`config.mk`:
```
export PLATFORM = sky130hd
export DESIGN_NAME = ff_bank_arbiter
export DESIGN_NICKNAME = d
export VERILOG_FILES = /design/src/rtl/ff_bank_pkg.sv /design/src/rtl/ff_bank_arbiter_rr_pick.sv /design/src/rtl/ff_bank_arbiter.sv
export SDC_FILE = /design/constraint.sdc
export NUM_CORES = 1
export LEC_CHECK = 0
export CORE_UTILIZATION = 45
export CTS_BUF_LIST = sky130_fd_sc_hd__clkbuf_4 sky130_fd_sc_hd__clkbuf_8 sky130_fd_sc_hd__clkbuf_16
export DETAILED_ROUTE_END_ITERATION = 8
export PLACE_DENSITY_LB_ADDON = 0.1
export SLEW_MARGIN = 40
export SYNTH_ARGS = -nofsm -noshare
export SYNTH_HDL_FRONTEND = slang
export SYNTH_SLANG_ARGS = --single-unit
```
`constraint.sdc`:
```
create_clock -name clk -period 2.6 [get_ports clk]
set_clock_uncertainty 0.15 [all_clocks]
set_input_delay 0.52 -clock clk [delete_from_list [all_inputs] [get_ports clk]]
set_output_delay 0.52 -clock clk [all_outputs]
set_load 0.02 [all_outputs]
```
`src/rtl/ff_bank_pkg.sv`:
```
// rtl/ff_bank_pkg.sv - shared op and state encodings for the flip-flop bank arbiter
package ff_bank_pkg;

  localparam logic [1:0] OP_LOAD   = 2'b00;
  localparam logic [1:0] OP_SET    = 2'b01;
  localparam logic [1:0] OP_CLEAR  = 2'b10;
  localparam logic [1:0] OP_TOGGLE = 2'b11;

  typedef enum logic {
    ST_UNLOCKED = 1'b0,
    ST_LOCKED   = 1'b1
  } state_t;

endpackage

```
`src/rtl/ff_bank_arbiter_rr_pick.sv`:
```
// rtl/ff_bank_arbiter_rr_pick.sv - combinational round-robin picker, first valid at or above pointer
module rr_pick #(
  parameter int NUM_REQ = 4,
  parameter int ID_W    = 2
) (
  input  logic [NUM_REQ-1:0] i_valid,
  input  logic [ID_W-1:0]    i_ptr,
  output logic [NUM_REQ-1:0] o_grant,
  output logic [ID_W-1:0]    o_idx,
  output logic               o_any
);

  // Outer loop is the search distance from the pointer, so the nearest valid wins.
  always_comb begin
    o_grant = '0;
    o_idx   = '0;
    o_any   = 1'b0;
    for (int k = 0; k < NUM_REQ; k++) begin
      for (int i = 0; i < NUM_REQ; i++) begin
        if (!o_any && i_valid[i] &&
            ((int'(i_ptr) + k == i) || (int'(i_ptr) + k == i + NUM_REQ))) begin
          o_any      = 1'b1;
          o_grant[i] = 1'b1;
          o_idx      = ID_W'(i);
        end
      end
    end
  end

endmodule

```
`src/rtl/ff_bank_arbiter.sv`:
```
// rtl/ff_bank_arbiter.sv - round-robin arbiter with lock, sole writer of a JK-style bit bank
module ff_bank_arbiter
  import ff_bank_pkg::*;
#(
  parameter int NUM_REQ = 4,
  parameter int WIDTH   = 8,
  parameter int ID_W    = 2
) (
  input  logic                     clk,
  input  logic                     reset_n,
  input  logic [NUM_REQ-1:0]       req_valid,
  output logic [NUM_REQ-1:0]       req_ready,
  input  logic [2*NUM_REQ-1:0]     req_op,
  input  logic [WIDTH*NUM_REQ-1:0] req_mask,
  input  logic [WIDTH*NUM_REQ-1:0] req_data,
  input  logic [NUM_REQ-1:0]       req_lock,
  output logic [WIDTH-1:0]         q,
  output logic                     done_valid,
  output logic [ID_W-1:0]          done_id,
  output logic                     locked,
  output logic [ID_W-1:0]          lock_owner
);

  state_t               r_state;
  logic [ID_W-1:0]      r_ptr;
  logic [ID_W-1:0]      r_owner;
  logic                 r_stg_valid;
  logic [1:0]           r_stg_op;
  logic [WIDTH-1:0]     r_stg_mask;
  logic [WIDTH-1:0]     r_stg_data;
  logic [ID_W-1:0]      r_stg_id;
  logic [WIDTH-1:0]     r_q;
  logic                 r_done_valid;
  logic [ID_W-1:0]      r_done_id;

  logic [NUM_REQ-1:0]   w_rr_grant;
  logic [ID_W-1:0]      w_rr_idx;
  logic                 w_rr_any;
  logic [NUM_REQ-1:0]   w_lock_grant;
  logic [NUM_REQ-1:0]   w_grant;
  logic [ID_W-1:0]      w_idx;
  logic [ID_W-1:0]      w_idx_inc;
  logic                 w_xfer;
  logic [1:0]           w_sel_op;
  logic [WIDTH-1:0]     w_sel_mask;
  logic [WIDTH-1:0]     w_sel_data;
  logic                 w_sel_lock;

  rr_pick #(.NUM_REQ(NUM_REQ), .ID_W(ID_W)) u_rr_pick (
    .i_valid (req_valid),
    .i_ptr   (r_ptr),
    .o_grant (w_rr_grant),
    .o_idx   (w_rr_idx),
    .o_any   (w_rr_any)
  );

  always_comb begin
    w_lock_grant = '0;
    for (int i = 0; i < NUM_REQ; i++) begin
      w_lock_grant[i] = req_valid[i] && (ID_W'(i) == r_owner);
    end
  end

  // Ready is forced low during reset so nothing can transfer while the bank is cleared.
  assign w_grant   = !reset_n ? '0 :
                     (r_state == ST_LOCKED) ? w_lock_grant : w_rr_grant;
  assign w_idx     = (r_state == ST_LOCKED) ? r_owner : w_rr_idx;
  assign w_xfer    = |w_grant;
  assign w_idx_inc = (w_idx == ID_W'(NUM_REQ - 1)) ? '0 : w_idx + ID_W'(1);
  assign req_ready = w_grant;

  always_comb begin
    w_sel_op   = '0;
    w_sel_mask = '0;
    w_sel_data = '0;
    w_sel_lock = 1'b0;
    for (int i = 0; i < NUM_REQ; i++) begin
      if (w_grant[i]) begin
        w_sel_op   = req_op[2*i +: 2];
        w_sel_mask = req_mask[WIDTH*i +: WIDTH];
        w_sel_data = req_data[WIDTH*i +: WIDTH];
        w_sel_lock = req_lock[i];
      end
    end
  end

  function automatic logic [WIDTH-1:0] apply_op(input logic [WIDTH-1:0] cur,
                                                input logic [1:0]       op,
                                                input logic [WIDTH-1:0] mask,
                                                input logic [WIDTH-1:0] data);
    case (op)
      OP_LOAD:  apply_op = (cur & ~mask) | (data & mask);
      OP_SET:   apply_op = cur | mask;
      OP_CLEAR: apply_op = cur & ~mask;
      default:  apply_op = cur ^ mask;
    endcase
  endfunction

  always_ff @(posedge clk or negedge reset_n) begin
    if (!reset_n) begin
      r_state      <= ST_UNLOCKED;
      r_ptr        <= '0;
      r_owner      <= '0;
      r_stg_valid  <= 1'b0;
      r_stg_op     <= '0;
      r_stg_mask   <= '0;
      r_stg_data   <= '0;
      r_stg_id     <= '0;
      r_q          <= '0;
      r_done_valid <= 1'b0;
      r_done_id    <= '0;
    end else begin
      r_stg_valid <= w_xfer;
      if (w_xfer) begin
        r_stg_op   <= w_sel_op;
        r_stg_mask <= w_sel_mask;
        r_stg_data <= w_sel_data;
        r_stg_id   <= w_idx;
        // A locked owner that keeps the lock leaves the pointer parked.
        if (r_state == ST_UNLOCKED || !w_sel_lock) begin
          r_ptr <= w_idx_inc;
        end
        if (w_sel_lock) begin
          r_state <= ST_LOCKED;
          r_owner <= w_idx;
        end else begin
          r_state <= ST_UNLOCKED;
          r_owner <= '0;
        end
      end
      r_done_valid <= r_stg_valid;
      if (r_stg_valid) begin
        r_done_id <= r_stg_id;
        r_q       <= apply_op(r_q, r_stg_op, r_stg_mask, r_stg_data);
      end
    end
  end

  assign q          = r_q;
  assign done_valid = r_done_valid;
  assign done_id    = r_done_id;
  assign locked     = (r_state == ST_LOCKED);
  assign lock_owner = r_owner;

endmodule

```
# [Word level (Yosys, flattened, before mapping)]
# Cells that the tools add are included.
[op_classes] n_addsub=4 n_eq_ne=30 n_mux=68 bitwise_logic=7 n_reduce_logical=72
[ops] operator="$eq A32 B4 Y1 const B" count=12
[ops] operator="$eq A32 B3 Y1 const B" count=6
[ops] operator="$logic_not A32 Y1" count=4
[ops] operator="$eq A32 B2 Y1 const B" count=3
[ops] operator="$mux W8" count=8
[ops] operator="$mux W2" count=21
[ops] operator="$mux W1" count=36
[ops] operator="$logic_and A1 B1 Y1" count=35
[ops] operator="$pmux W8 S3" count=1
[ops] operator="$and A8 B8 Y8" count=2
[ops] operator="$logic_not A1 Y1" count=16
[ops] operator="$or A8 B8 Y8" count=2
[ops] operator="$logic_or A1 B1 Y1" count=13
[ops] operator="$eq A2 B2 Y1 const B" count=4
[ops] operator="$mux W4" count=2
[ops] operator="$not A8 Y8" count=1
[ops] operator="$xor A8 B8 Y8" count=1
[ops] operator="$add A2 B2 Y3 const B" count=2
[ops] operator="$eq A2 B1 Y1 const B" count=2
[ops] operator="$eq A2 B2 Y1 const A" count=2
[ops] operator="$logic_not A2 Y1" count=2
[ops] operator="$reduce_or A4 Y1" count=1
[ops] operator="$add A2 B1 Y3 const B" count=1
[ops] operator="$add A2 B1 Y2 const B" count=1
[ops] operator="3 further kinds" count=3
[word_totals] register_bits=37 input_bits=82 out_inout_bits=18 elab_cells=192

# [Depth between registers and ports, before layout]
# Gate-level depths: netlist of run 1.
[logic_depth] ltp_word=72 depth_mapped=9 depth_no_buf=7

# [Cells and area by module]
# From an unflattened synthesis of run 1, not the netlist that was laid out.
[hier_totals] cells_unflattened=315 hier_area_um2=2742.6
[modules_own_cells] mod="ff_bank_arbiter" instances=1 cells_per_inst=286 area_each_um2=2546.2 seq_area_each_um2=925.9
[modules_own_cells] mod="rr_pick" instances=1 cells_per_inst=29 area_each_um2=196.4 seq_area_each_um2=0.0

# [Worst setup path before layout of run 1]
# OpenSTA, ideal clock, no wires.
[synth_timing] path_type="input to output" startpoint="input req_valid[3]" endpoint="output req_ready[2]" t_arrival_ns=1.859 required_time_ns=1.930 slack_ns=0.071 path_stages=6 n_path_buf=3 cell_sequence="buf_2 a211o_1 o211ai_1 o21a_1 clkbuf_1 clkbuf_1"
[synth_via] elab_chain_len=49 word_cells_on_any_way=51 classes_between="mux (16); reduce/logical (35)"
[synth_rtl] element="from (decl)" line="ff_bank_arbiter.sv:11" source="input logic [NUM_REQ-1:0] req_valid,"
[synth_rtl] element="$logic_and A1 B1 Y1 (2 in series)" line="ff_bank_arbiter_rr_pick.sv:20" source="if (!o_any && i_valid[i] &&"
[synth_rtl] element="$mux W1" line="ff_bank_arbiter_rr_pick.sv:20"
[synth_rtl] element="$logic_not A1 Y1" line="ff_bank_arbiter_rr_pick.sv:20"
[synth_rtl] element="$logic_and A1 B1 Y1 (2 in series)" line="ff_bank_arbiter_rr_pick.sv:20"
[synth_rtl] element="$mux W1" line="ff_bank_arbiter_rr_pick.sv:20"
[synth_rtl] element="$logic_not A1 Y1" line="ff_bank_arbiter_rr_pick.sv:20"
[synth_rtl] element="$logic_and A1 B1 Y1 (2 in series)" line="ff_bank_arbiter_rr_pick.sv:20"
[synth_rtl] element="$mux W1" line="ff_bank_arbiter_rr_pick.sv:20"
[synth_rtl] element="[... 28 more ...]"
[synth_rtl] element="$logic_not A1 Y1" line="ff_bank_arbiter_rr_pick.sv:20"
[synth_rtl] element="$logic_and A1 B1 Y1 (2 in series)" line="ff_bank_arbiter_rr_pick.sv:20"
[synth_rtl] element="$mux W1" line="ff_bank_arbiter_rr_pick.sv:20"
[synth_rtl] element="$logic_not A1 Y1" line="ff_bank_arbiter_rr_pick.sv:20"
[synth_rtl] element="$logic_and A1 B1 Y1 (2 in series)" line="ff_bank_arbiter_rr_pick.sv:20"
[synth_rtl] element="$mux W1 *" line="ff_bank_arbiter_rr_pick.sv:20"
[synth_rtl] element="$mux W4 *" line="ff_bank_arbiter.sv:66" source="(r_state == ST_LOCKED) ? w_lock_grant : w_rr_grant;"
[synth_rtl] element="$mux W4 *" line="ff_bank_arbiter.sv:65" source="assign w_grant = !reset_n ? '0 :"
[synth_rtl] element="to (decl)" line="ff_bank_arbiter.sv:12" source="output logic [NUM_REQ-1:0] req_ready,"
# Mark *: on every way between the ends. The rest lies on a longest branch, timed or not.

# [Worst setup path after layout of run 1]
[layout_timing] startpoint="register r_ptr[1]" endpoint="output req_ready[1]"
[layout_via] elab_chain_len=57 word_cells_on_any_way=96 classes_between="add/sub (3); eq/ne (20); mux (19); reduce/logical (54)"
[layout_rtl] element="from (decl)" line="ff_bank_arbiter.sv:25" source="logic [ID_W-1:0] r_ptr;"
[layout_rtl] element="from (signal assigned)" line="ff_bank_arbiter.sv:121" source="r_ptr <= w_idx_inc;"
[layout_rtl] element="$logic_not A32 Y1" line="ff_bank_arbiter_rr_pick.sv:21" source="((int'(i_ptr) + k == i) || (int'(i_ptr) + k == i + NUM_REQ))) begin"
[layout_rtl] element="$logic_and A1 B1 Y1" line="ff_bank_arbiter_rr_pick.sv:20"
[layout_rtl] element="$mux W1" line="ff_bank_arbiter_rr_pick.sv:20"
[layout_rtl] element="$logic_not A1 Y1" line="ff_bank_arbiter_rr_pick.sv:20"
[layout_rtl] element="$logic_and A1 B1 Y1 (2 in series)" line="ff_bank_arbiter_rr_pick.sv:20"
[layout_rtl] element="$mux W1" line="ff_bank_arbiter_rr_pick.sv:20"
[layout_rtl] element="$logic_not A1 Y1" line="ff_bank_arbiter_rr_pick.sv:20"
[layout_rtl] element="$logic_and A1 B1 Y1 (2 in series)" line="ff_bank_arbiter_rr_pick.sv:20"
[layout_rtl] element="[... 37 more ...]"
[layout_rtl] element="$logic_not A1 Y1" line="ff_bank_arbiter_rr_pick.sv:20"
[layout_rtl] element="$logic_and A1 B1 Y1 (2 in series)" line="ff_bank_arbiter_rr_pick.sv:20"
[layout_rtl] element="$mux W1" line="ff_bank_arbiter_rr_pick.sv:20"
[layout_rtl] element="$logic_not A1 Y1" line="ff_bank_arbiter_rr_pick.sv:20"
[layout_rtl] element="$logic_and A1 B1 Y1 (2 in series)" line="ff_bank_arbiter_rr_pick.sv:20"
[layout_rtl] element="$mux W1 *" line="ff_bank_arbiter_rr_pick.sv:20"
[layout_rtl] element="$mux W4 *" line="ff_bank_arbiter.sv:66"
[layout_rtl] element="$mux W4 *" line="ff_bank_arbiter.sv:65"
# Marked as above.

==> impl_metrics.tcl, run 1 <==
set metrics [dict create \
    outcome "finished clean" \
    drv_cap 0 \
    wl_per_cell_um 16.9 \
    via_per_inst 5.60 \
    grt_max_degree 36 \
    maxSlewViolCount 0 \
    grt_pass1_vias 2780 \
    syn_avg_cell_area_um2 9.55 \
    overflow 0 \
    cp.arrival_ns 1.78 \
    syn_inst 279 \
    placedCellCount 466 \
    grt_usage_pct 27.6 \
    max_freq_mhz 408 \
    nFillCells 453 \
    cts_sinks 37 \
    layout_min_cycle_time_ns 2.45 \
    routed_wl_um 8050 \
    regArea_um2 926 \
    finalSetupTns_ns 0 \
    rsz0062_at_grt "false" \
    clockBufferDepth 2 \
    antenna_cells 0 \
    numCtsBuffers 5 \
    gp_routability_congestion 0.998 \
    core-area_um2 5610 \
    p_leak_nw 1.82 \
    hold_viol_final 0 \
    synth_warnings 0 \
    cts_tree "done" \
    yosys.cell_types.count 46 \
    grt_pass1_wl_um 13100 \
    antenna_found_initial 0 \
    die-area_um2 6230 \
    drt-pass1-iter-count 6 \
    synth_area_um2 2660 \
    clkTransAtPathRegs_ns 0.07 \
    min_path_type "in -> async" \
    die_w_um 78.9 \
    design_area_um2 4050 \
    crit_fanout 7 \
    multi_input_area_um2 1580 \
    via_count 2669 \
    timing.hold.ws_ns 0.0796 \
    fin_nets 503 \
    ir_drop_mv 0.511 \
    finalNonFillerCells 477 \
    worst_slew_pin_slew_ns 0.666 \
    pin_count 100 \
    synth_async_sr_flop_share_pct 100 \
    start_util_pct 47.5 \
    hpwl_um 6090 \
    cp-end-kind "output pin" \
    ys_seq_area_share_pct 34.8 \
    finalWorstSetupSlack_ns 0.147 \
    clk_latency_ns 0.30 \
    synth_nets 378 \
    place_ws_ns -0.382 \
    cts_max_level 2 \
    dpl_cell_area_um2 3930 \
    finalCritPeriodShare_pct 94.3 \
    io_buffers 99 \
    required_ns 1.93 \
    die_h_um 78.9 \
    ys_ff_latch 37 \
    synth_ff_type "dfrtp_1" \
    syn_to_final_growth_pct 51.9 \
    startpoint_type "register" \
    drive_gt1_share_pct 19.3 \
    path_class "reg -> out" \
    rows 27 \
    pwr_density_cell_nw_per_um2 1040 \
    synth_edf_count 0 \
    power.total_mw 4.19 \
    setup_violations 0 \
    final_util_pct 72.1 \
    ant_nets 0 \
    drt_iter0_markers 156 \
    drc_errors 0 \
    relSlewSlack_pct 55.6 \
    cts_root_buf "clkbuf_8" \
]
==> path summary, 6_finish.rpt <==
kind                                          from                 endpoint  slack, ns  cells past startpoint
setup / recovery              r_ptr[1]$_DFFE_PN0P_             req_ready[1]       0.15                      4
hold / removal                             reset_n     r_ptr[1]$_DFFE_PN0P_       0.08                      2
setup reg to reg              r_ptr[1]$_DFFE_PN0P_     r_ptr[0]$_DFFE_PN0P_       0.15                      8
hold reg to reg            r_stg_id[0]$_DFFE_PN0P_  r_stg_id[0]$_DFFE_PN0P_       0.35                      1
max in group asynchronous                  reset_n     r_ptr[0]$_DFFE_PN0P_       1.66                      2
min in group clk           r_stg_id[0]$_DFFE_PN0P_  r_stg_id[0]$_DFFE_PN0P_       0.35                      1
==> routing by layer <==
layer / global-route usage (%) / vias up / part of all wire, %
li1: - / 1283 / -
met1: 33.4 / 1286 / 42
met2: 47.8 / 87 / 50
met3: 5.17 / 13 / 5.6
met4: 11.6 / 0 / 2.1
met5: 0 / - / 0
==> synth_stat cells, types with 2 or more instances <==
| cell | instances | area [µm²] |
|---|---|---|
| dfrtp_1 | 37 | 926 |
| nand2_1 | 28 | 105 |
| nor2_1 | 22 | 82.6 |
| a21oi_1 | 20 | 100 |
| inv_1 | 19 | 71.3 |
| a222oi_1 | 18 | 180 |
| a211oi_1 | 17 | 128 |
| ha_1 | 17 | 213 |
| clkbuf_1 | 11 | 41.3 |
| mux2_2 | 10 | 113 |
| mux2_4 | 10 | 150 |
| mux2i_1 | 8 | 80.1 |
| buf_2 | 7 | 35.0 |
| a21boi_1 | 6 | 45.0 |
| nand2b_1 | 6 | 37.5 |
| a22o_1 | 3 | 26.3 |
| o211ai_1 | 3 | 22.5 |
| a211o_1 | 2 | 17.5 |
| a21boi_0 | 2 | 15.0 |
| and3_1 | 2 | 12.5 |
| buf_6 | 2 | 22.5 |
| mux2_1 | 2 | 22.5 |
| nand4_1 | 2 | 12.5 |
| nor2b_1 | 2 | 12.5 |
| o21a_1 | 2 | 15.0 |
==> registers in the layout, summed over array words and instances (netlist names) <==
register	cells
done_id	2
done_valid	1
lock_owner	2
locked	1
q	8
r_ptr	2
r_stg_data	8
r_stg_id	2
r_stg_mask	8
r_stg_op	2
r_stg_valid	1
==> repair_timing <==
action / CTS / global route
gates cloned: 0 / 0
endpoints found under the hold margin: 1 / 0
resized for setup: 16 / 3
pin swaps: 3 / 4
endpoints found under the setup margin: 22 / 19
hold buffers: 1 / 0
buffers inserted: 1 / 1
==> worst max-delay path, cell delays in order (launching register included) <==
cell and delay, ns:
dfrtp_1 0.45, nand2b_1 0.21, a22o_1 0.24, a311oi_4 0.23, clkdlybuf4s15_1 0.36
==> layout by cell type (no fill, tap or decap), drive strengths merged, types with 17 or more instances in the layout <==
cell and n:
buf 41, clkdlybuf4s50 90, mux2 22, a211oi 19, dfrtp 37, ha 17, a21oi 20, nand2 28
nor2 22, inv 20, a222oi 18
==> power breakdown <==
part | switching [mW] | internal (mW) | leakage [nW]
Sequential | 0.266 | 0.830 | 0.459
Clock | 0.210 | 0.196 | 0.0484
Combinational | 1.25 | 1.44 | 1.32
Total | 1.73 | 2.46 | 1.82
==> kinds of logic (layout without fill, tap and decap cells) <==
group                      Yosys count  count (layout)  synth area share [%]
AOI/OAI and AO/OA                   89              89                  26.3
and+or+nand+nor                     65              65                  10.6
buffers and inverters               41             167                  6.67
DFF                                 37              37                  34.8
muxes                               30              30                  13.7
adders and majority gates           17              17                  7.98
==> layout make-up <==
| type | instances | area share, % |
|---|---|---|
| clock buffers | 6 | 1.89 |
| inverters | 20 | 1.86 |
| multi-input cells | 201 | 38.9 |
| flip-flops and latches | 37 | 22.9 |
| clock inverters | 2 | 0.247 |
| repair buffers | 139 | 32.0 |
| well taps | 72 | 2.23 |
No activity file was read; power rests on OpenSTA's default activity.
==> run 2, diff against run 1 <==
Settings changed: CORE_UTILIZATION 45 to 30.
==> impl_metrics.tcl, run 2 (synthesis results as in run 1) <==
set metrics [dict create \
    outcome "finished clean" \
    die_h_um 96.2 \
    p_clk_share_pct 12.5 \
    startpoint_type "input port" \
    cp.arrival_ns 1.80 \
    gp_routability_congestion 0.920 \
    ir_drop_mv 0.523 \
    wl_met2_um 4390 \
    fin_nets 496 \
    relSlewSlack_pct 58.5 \
    clockBufferDepth 2 \
    crit_path_frequent_cell "dlygate4sd2_1" \
    switching_power_mw 1.72 \
    drive_gt1_share_pct 18.1 \
    setup_violations 0 \
    cts_max_level 2 \
    max_freq_mhz 404 \
    crit_fanout 7 \
    start_util_pct 30.7 \
    via_count 2661 \
    cpLargestDelayFamily "buffers and inverters" \
    grt_pass1_vias 2634 \
    cp_num_buf_inv 2 \
    worst_slew_pin_slew_ns 0.622 \
    layout_min_cycle_time_ns 2.47 \
    nFillCells 842 \
    syn_to_final_growth_pct 52.0 \
    ant_nets 0 \
    core-area_um2 8680 \
    antenna_found_initial 0 \
    grt_usage_pct 18.9 \
    pwr_density_cell_nw_per_um2 1040 \
    switching_share_pct 40.7 \
    hold_viol_final 0 \
    min_path_type "in -> async" \
    via_per_inst 5.26 \
    pwr-share-comb_pct 61.1 \
    overflow 0 \
    final_common_cell "clkdlybuf4s50_1" \
    finalNonFillerCells 506 \
    pin_count 100 \
    slowest_stage "dlygate4sd2_1" \
    required_ns 1.93 \
    antenna_cells 0 \
    cts_tree "done" \
    cp-end-kind "output pin" \
    cts_root_buf "clkbuf_8" \
    finalCritPeriodShare_pct 95.1 \
    design_area_um2 4050 \
    p_leak_nw 1.79 \
    clkTransAtPathRegs_ns 0.07 \
    cts_sinks 37 \
    wl_per_cell_um 16.8 \
    rsz0062_at_grt "false" \
    drt-pass1-iter-count 8 \
    p_int_mw 2.51 \
    die_w_um 96.2 \
    grt_max_degree 38 \
    maxSlewViolCount 0 \
    numCtsBuffers 5 \
    cts_setup_buffers 0 \
    io_buffers 99 \
    rows 34 \
    path_class "in -> out" \
    routed_wl_um 8480 \
    hpwl_um 6380 \
    drc_errors 0 \
    slowest_delay_ns 0.34 \
    dpl_cell_area_um2 3940 \
    seqPwrFrac_pct 26.4 \
    cp_cell_sequence "dlygate4sd2_1, o21ba_2, nor2_1, a31o_2, dlygate4sd2_1" \
    wl_met1_um 3700 \
    placedCellCount 498 \
    wl_met3_um 252 \
    top_layer_used "met4" \
    clk_latency_ns 0.28 \
    layout_common_cells "clkdlybuf4s50_1, dfrtp_1, buf_4, nand2_1, nor2_1" \
    grt_pass1_wl_um 13100 \
    die-area_um2 9260 \
    drv_cap 0 \
    drt_iter0_markers 114 \
]
==> run 2: metal layers <==
metal	up-vias	global-route usage, %
li1	1274	-
met1	1313	23.3
met3	10	2.76
met4	0	5.60
met2	64	33.9
met5	-	0
==> run 2: power by group through the flow <==
stage               Combinational, mW  Clock, mW  Sequential, mW
floorplan                        1.60          0            1.13
global placement                 2.56          0            1.12
detailed placement               2.60          0            1.12
CTS                              2.62      0.542            1.11
global route                     2.86      0.571            1.15
finish                           2.59      0.530            1.12
==> run 2: layout make-up <==
type                       instances  area, µm²  area share [%]
tap                              108        135            3.34
inverter                          20       77.6            1.92
multi-input combinational        201       1570            38.8
clock inverter                     2       37.5           0.927
sequential                        37        926            22.9
clock buffer                       6       82.6            2.04
timing repair buffer             132       1220            30.1
==> run 2: worst reg2reg max path, cell delays in order, from the launching register on <==
cell	delay, ns
dfrtp_1	0.52
inv_1	0.21
o221ai_1	0.14
and4_2	0.28
buf_4	0.17
a22o_1	0.24
a211oi_2	0.24
mux2_1	0.36
==> run 2: metrics by stage <==
| step | worst slack (ns) | total power [mW] | util [%] | hold WS [ns] | setup TNS, ns |
|---|---|---|---|---|---|
| CTS | 0.134 | 4.27 | 46.7 | 0.246 | 0 |
| finish | 0.127 | 4.23 | 46.7 | 0.227 | 0 |
| global placement | -0.491 | 3.68 | 45.4 | 0.321 | -11.59 |
| global route | 0.0447 | 4.58 | 46.7 | 0.278 | 0 |
| detailed placement | -0.545 | 3.73 | 45.4 | 0.326 | -12.65 |
| floorplan | 0.0713 | 2.72 | - | 0.0744 | 0 |
==> run 2: final timing paths <==
check                                          end  slack [ns]  depth (start not counted)                     from
max                                   req_ready[3]        0.13                          5             req_valid[2]
min                           r_ptr[0]$_DFFE_PN0P_        0.23                          2                  reset_n
max reg2reg                   r_ptr[0]$_DFFE_PN0P_        0.17                          7       locked$_DFFE_PN0P_
min reg2reg                r_stg_id[0]$_DFFE_PN0P_        0.35                          1  r_stg_id[0]$_DFFE_PN0P_
max in group asynchronous  r_stg_id[1]$_DFFE_PN0P_        1.72                          2                  reset_n
min in group clk           r_stg_id[0]$_DFFE_PN0P_        0.35                          1  r_stg_id[0]$_DFFE_PN0P_
==> run 2: repair_timing <==
| action | 4_1_cts | 5_1_grt |
|---|---|---|
| endpoints found under the setup margin | 25 | 0 |
| gates resized for setup | 18 | 0 |
| hold buffers | 0 | 0 |
==> run 3, diff against run 2 <==
Settings changed: CORE_UTILIZATION 30 to 45, SLEW_MARGIN 40 to 0.
==> results of run 3 <==
No change in the layout: final DEF, timing and power equal those of run 1.
